$ cat src/rtl/apb_ram_param.sv
// apb_ram_param: parametrised APB4 slave RAM with byte strobes, programmable
// wait states and error responses for misaligned / out-of-range accesses.
//
// Ports:
//   pclk     in   APB clock, rising edge
//   preset   in   asynchronous active-high reset (clears FSM, outputs, memory)
//   psel     in   slave select
//   penable  in   access-phase indicator
//   pwrite   in   1 = write, 0 = read
//   paddr    in   byte address [ADDR_WIDTH]
//   pwdata   in   write data [DATA_WIDTH]
//   pstrb    in   write byte-lane enables [STRB_W]
//   prdata   out  registered read data, nonzero only with pready on a read
//   pready   out  registered transfer-complete pulse (one cycle)
//   pslverr  out  registered error response, only with pready
module apb_ram_param #(
  parameter int unsigned DATA_WIDTH  = 32,
  parameter int unsigned ADDR_WIDTH  = 32,
  parameter int unsigned DEPTH       = 32,
  parameter int unsigned WAIT_STATES = 0,
  localparam int unsigned STRB_W     = DATA_WIDTH / 8
) (
  input  logic                  pclk,
  input  logic                  preset,
  input  logic                  psel,
  input  logic                  penable,
  input  logic                  pwrite,
  input  logic [ADDR_WIDTH-1:0] paddr,
  input  logic [DATA_WIDTH-1:0] pwdata,
  input  logic [STRB_W-1:0]     pstrb,
  output logic [DATA_WIDTH-1:0] prdata,
  output logic                  pready,
  output logic                  pslverr
);

  localparam int unsigned OFF_W  = (STRB_W > 1) ? $clog2(STRB_W) : 0;
  localparam int unsigned IDX_W  = (DEPTH > 1) ? $clog2(DEPTH) : 1;
  localparam int unsigned WCNT_W = 4;
  // Range compare is done wider than paddr so no address can wrap onto a valid word.
  localparam int unsigned CMP_W  = ADDR_WIDTH + 32;

  typedef enum logic [1:0] {
    IDLE   = 2'd0,
    ACCESS = 2'd1,
    RESP   = 2'd2
  } state_t;

  state_t                state;
  logic [WCNT_W-1:0]     wcnt;
  logic [ADDR_WIDTH-1:0] addr_q;
  logic                  write_q;
  logic [DATA_WIDTH-1:0] wdata_q;
  logic [STRB_W-1:0]     strb_q;
  logic [DATA_WIDTH-1:0] rdata_q;
  logic                  err_q;
  logic [DATA_WIDTH-1:0] mem [DEPTH];

  logic                  misaligned_c;
  logic                  out_of_range_c;
  logic [IDX_W-1:0]      idx_c;

  // Decode of the address latched in the setup phase.
  assign misaligned_c   = (addr_q & ADDR_WIDTH'(STRB_W - 1)) != '0;
  assign out_of_range_c = CMP_W'(addr_q >> OFF_W) >= CMP_W'(DEPTH);
  assign idx_c          = addr_q[OFF_W +: IDX_W];

  // Transfer FSM, memory array and registered response.
  // The result is computed on the execute edge and presented one edge later
  // from RESP, so pready never depends combinationally on the bus inputs.
  always_ff @(posedge pclk or posedge preset) begin
    if (preset) begin
      state   <= IDLE;
      wcnt    <= '0;
      addr_q  <= '0;
      write_q <= 1'b0;
      wdata_q <= '0;
      strb_q  <= '0;
      rdata_q <= '0;
      err_q   <= 1'b0;
      pready  <= 1'b0;
      pslverr <= 1'b0;
      prdata  <= '0;
      for (int unsigned i = 0; i < DEPTH; i++) begin
        mem[i] <= '0;
      end
    end else begin
      case (state)
        IDLE: begin
          pready  <= 1'b0;
          pslverr <= 1'b0;
          prdata  <= '0;
          if (psel && !penable) begin
            addr_q  <= paddr;
            write_q <= pwrite;
            wdata_q <= pwdata;
            strb_q  <= pstrb;
            wcnt    <= WCNT_W'(WAIT_STATES);
            state   <= ACCESS;
          end
        end

        ACCESS: begin
          if (!(psel && penable)) begin
            state <= IDLE;
          end else if (wcnt != '0) begin
            wcnt <= wcnt - 1'b1;
          end else begin
            state <= RESP;
            if (misaligned_c || out_of_range_c) begin
              err_q   <= 1'b1;
              rdata_q <= '0;
            end else begin
              err_q <= 1'b0;
              if (write_q) begin
                rdata_q <= '0;
                for (int unsigned b = 0; b < STRB_W; b++) begin
                  if (strb_q[b]) begin
                    mem[idx_c][8*b +: 8] <= wdata_q[8*b +: 8];
                  end
                end
              end else begin
                rdata_q <= mem[idx_c];
              end
            end
          end
        end

        RESP: begin
          pready  <= 1'b1;
          pslverr <= err_q;
          prdata  <= rdata_q;
          state   <= IDLE;
        end

        default: begin
          state <= IDLE;
        end
      endcase
    end
  end

endmodule

$ cat config.mk
export PLATFORM = sky130hd
export DESIGN_NAME = apb_ram_param
export DESIGN_NICKNAME = d
export VERILOG_FILES = /design/src/rtl/apb_ram_param.sv
export SDC_FILE = /design/constraint.sdc
export NUM_CORES = 2
export LEC_CHECK = 0
export ABC_AREA = 1
export BUFFER_PORTS_ARGS = -buffer_cell sky130_fd_sc_hd__buf_2
export CORE_MARGIN = 4
export CORE_UTILIZATION = 55
export CTS_CLUSTER_DIAMETER = 50
export DETAILED_ROUTE_END_ITERATION = 8
export HOLD_SLACK_MARGIN = 0.12
export PLACE_DENSITY = 0.7
export SLEW_MARGIN = 20
export SYNTH_ARGS = -nofsm -noshare
export SYNTH_HDL_FRONTEND = slang
export SYNTH_SLANG_ARGS = --single-unit
$ cat constraint.sdc
create_clock -name pclk -period 52.8 [get_ports pclk]
set_clock_uncertainty 0.15 [all_clocks]
set_input_delay 0 -clock pclk [delete_from_list [all_inputs] [get_ports pclk]]
set_output_delay 0 -clock pclk [all_outputs]
set_load 0.005 [all_outputs]
==> impl_metrics.csv <==
group,metric,value,unit
cts,clockRootBuffer,"clkbuf_16",
critical_path,max_stage_delay,900,ps
timing,drv_slew,0,
critical_path,cp_top_family,"buffers and inverters",
die,die_w,339,µm
global_route,use_met3,6.85,%
place,placed_cells,9322,
global_route,grtUsageMet2,53.7,%
synth,ys_seq_area_share,48.5,%
timing,fmax,0.202,GHz
critical_path,cp_num_buf_inv,6,
cts,cts_tree,"done",
detailed_routing,num_vias,58775,
die,initial_core_util,55.3,%
cts,post_cts_buffers,0,
synth,async_reset_ff_share,100,%
synth,ys.flop_type,"dfrtp_1",
critical_path,cp.arrival,5470,ps
place,dp_hpwl,110000,µm
timing,rsz0062_at_grt,"false",
timing,setup-tns-final,0,ps
critical_path,crit_type,"register to register",
detailed_routing,ant_nets,0,
synth,synth_warnings,0,
detailed_routing,wl,205000,µm
detailed_routing,drc_errors,0,
global_route,grt_busiest_layer,"met2",
timing,setup_violations,0,
global_route,grt_max_degree,235,
critical_path,setup.worst_path.end_class,"register",
timing,finalCriticalPeriod,4940,ps
cts,clkTransAtPathRegs,60,ps
outcome,status,"complete, no violations",
synth,synth_edf_count,0,
flow_run,maxCapViolCount,0,
die,die_h,339,µm
layout,design_area,67500,µm²
synth,synth_top_area_share,48.5,%
hold_path,hold_class,"input pin to register",
detailed_routing,drtPass1Iterations,6,
cts,clk_latency,770,ps
global_route,grt_pass1_vias,56192,
cts,hold_buffers,162,
synth,syn_nets,8468,
global_route,globalRouteMet1Util,48.1,%
pwr,power_density,35.3,nW/µm²
detailed_routing,wl_per_cell,21.0,µm
critical_path,crit_fanout,220,
place,place_ws,48080,ps
die,num_rows,121,
cts,numClockSinks,1166,
timing,worst_pin_slew,1210,ps
critical_path,path_cells,"buf_4 -> inv_2 -> nor3_4 -> nand2_2 -> buf_4 -> nor2_4 -> inv_2 -> nor2_4 -> buf_12 -> buf_4 -> nand4_1 -> nand2_1",
cts,cts_buffers,145,
synth,yosysTopAreaCell,"dfrtp_1",
synth,syn_area,60100,µm²
die,die_area,115000,µm²
place,portBuffers,106,
place,place_area,60800,µm²
die,pin_count,107,
detailed_routing,drt_iter0_markers,7422,
timing,fin_ws,47860,ps
critical_path,required,53330,ps
critical_path,slowest_stage,"buf_4",
pwr,power,2.38,mW
layout,synthToLayoutAreaGrowth,12.2,%
synth,syn_area_per_cell,7.16,µm²
synth,ys_ff_latch,1166,
die,coreArea,109000,µm²
pwr,leakage,38.3,nW
layout,drive_above_1_share,7.12,%
detailed_routing,viasPerCell,6.03,
global_route,grt_use_total,35.0,%
cts,cts-resized-gates,0,
global_route,grt_first_pass_wirelength,322000,µm
synth,netlist_instances,8394,
synth,synthTopCellsByArea,"dfrtp_1 (49%), nand2_1 (32%), nand4_1 (11%)",
critical_path,crit_path_frequent_cell,"buf_4",
timing,relSlewSlack,19.6,%
global_route,antenna_found_initial,3,
timing,post-route-period-util,9.36,%
global_route,grt_overflow,0,
critical_path,startpoint_type,"register",
cts,clk_path_buf_depth,3,
layout,stdcell_count,9748,
layout,nets,8291,
pwr,ir_worst_vdd,0.0000339,V
cts,htree_num_levels,4,
synth,yosysUniqueCellTypes,25,
timing,hold_violations,0,
place,place.gp.congestion,0.860,
-- layer usage --
layer  wire length [µm]  vias to the layer above  share of wire (%)
met3              20200                      529                9.9
li1                   -                    26819                  -
met4              10300                        0                5.0
met1              82200                    28274                 40
met2              92200                     3153                 45
met5                  0                        -                  0
-- final cells by class --
cell class	count	area [µm²]
Inverter	29	131
Clock buffer	203	4150
Multi-Input combinational cell	6479	28000
Tap cell	1414	1770
Antenna cell	3	7.51
Sequential cell	1166	29200
Fill cell	9635	41200
Clock inverter	58	922
Timing Repair Buffer	396	3230
-- worst min-delay path: cells and delay by family --
family        cells  cell delay, ps
buf+inv           4             700
simple gates      4             340
-- per-stage QoR --
step	utilization, %	hold slack (ps)
after global routing	62.1	244
final	62.1	200
after detailed placement	55.9	46.3
after floorplan	-	-40.4
after CTS	62.1	176
after global placement	55.9	43.6
-- path summary, 6_finish.rpt --
kind / from / to / slack [ps] / depth (start not counted)
worst max-delay path: state[0] / mem[720] / 47860 / 12
worst min-delay path: psel / addr_q[22] / 200 / 8
worst max register to register: state[0] / mem[720] / 47860 / 12
worst min register to register: prdata[12] / prdata[12] / 320 / 2
max in group asynchronous: preset / wdata_q[14] / 48830 / 7
min in group asynchronous: preset / mem[667] / 450 / 4
-- Yosys cell counts (2+ instances only) --
| master | count |
|---|---|
| nand4_1 | 1092 |
| clkbuf_1 | 519 |
| nand2_1 | 5134 |
| inv_1 | 16 |
| buf_2 | 124 |
| o21ai_0 | 12 |
| nand4_2 | 60 |
| nor3_4 | 2 |
| a21oi_1 | 2 |
| nor3_1 | 2 |
| inv_2 | 13 |
| buf_1 | 35 |
| clkbuf_2 | 25 |
| nor3_2 | 6 |
| nor2_4 | 12 |
| nor2_2 | 14 |
| dfrtp_1 | 1166 |
| nand2_2 | 4 |
| nor2_1 | 96 |
| nand3_1 | 39 |
| buf_4 | 17 |
-- power breakdown --
group	leakage, nW	internal, mW	total (mW)	switching, mW
Combinational	19.6	0.0480	0.389	0.341
Sequential	16.2	0.908	0.940	0.0318
Clock	2.46	0.650	1.06	0.405
Total	38.3	1.61	2.38	0.778
-- kinds of logic (layout without fill, tap and decap cells) --
| kind of cell | after synthesis | after routing | share of synthesized area (%) |
|---|---|---|---|
| other | 0 | 3 | 0 |
| flip-flops | 1166 | 1166 | 48.5 |
| buffers and inverters | 749 | 686 | 5.09 |
| adder cells (fa/ha/maj) | 1 | 1 | 0.0208 |
| AND/OR/NAND/NOR | 6463 | 6463 | 46.2 |
| AO/OA/AOI/OAI | 15 | 15 | 0.125 |
-- layout by cell type (no fill, tap or decap), drive strengths merged --
master          n
dlygate4sd3   162
clkinv         18
clkinvlp        8
buf           234
diode           3
nand2        5139
a21oi           2
nor3           10
nand3b          1
nand3          39
bufinv         20
ha              1
nor2          122
inv            41
clkbuf        203
dfrtp        1166
o21ai          13
nand4        1152
-- sequential cells by signal, indices dropped and copies added (netlist names), 2 cells and up --
register and count:
strb_q 4, wdata_q 32, mem 1024, addr_q 32, wcnt 4, prdata 32
state 2, rdata_q 32
No activity file was read; power rests on OpenSTA's default activity.
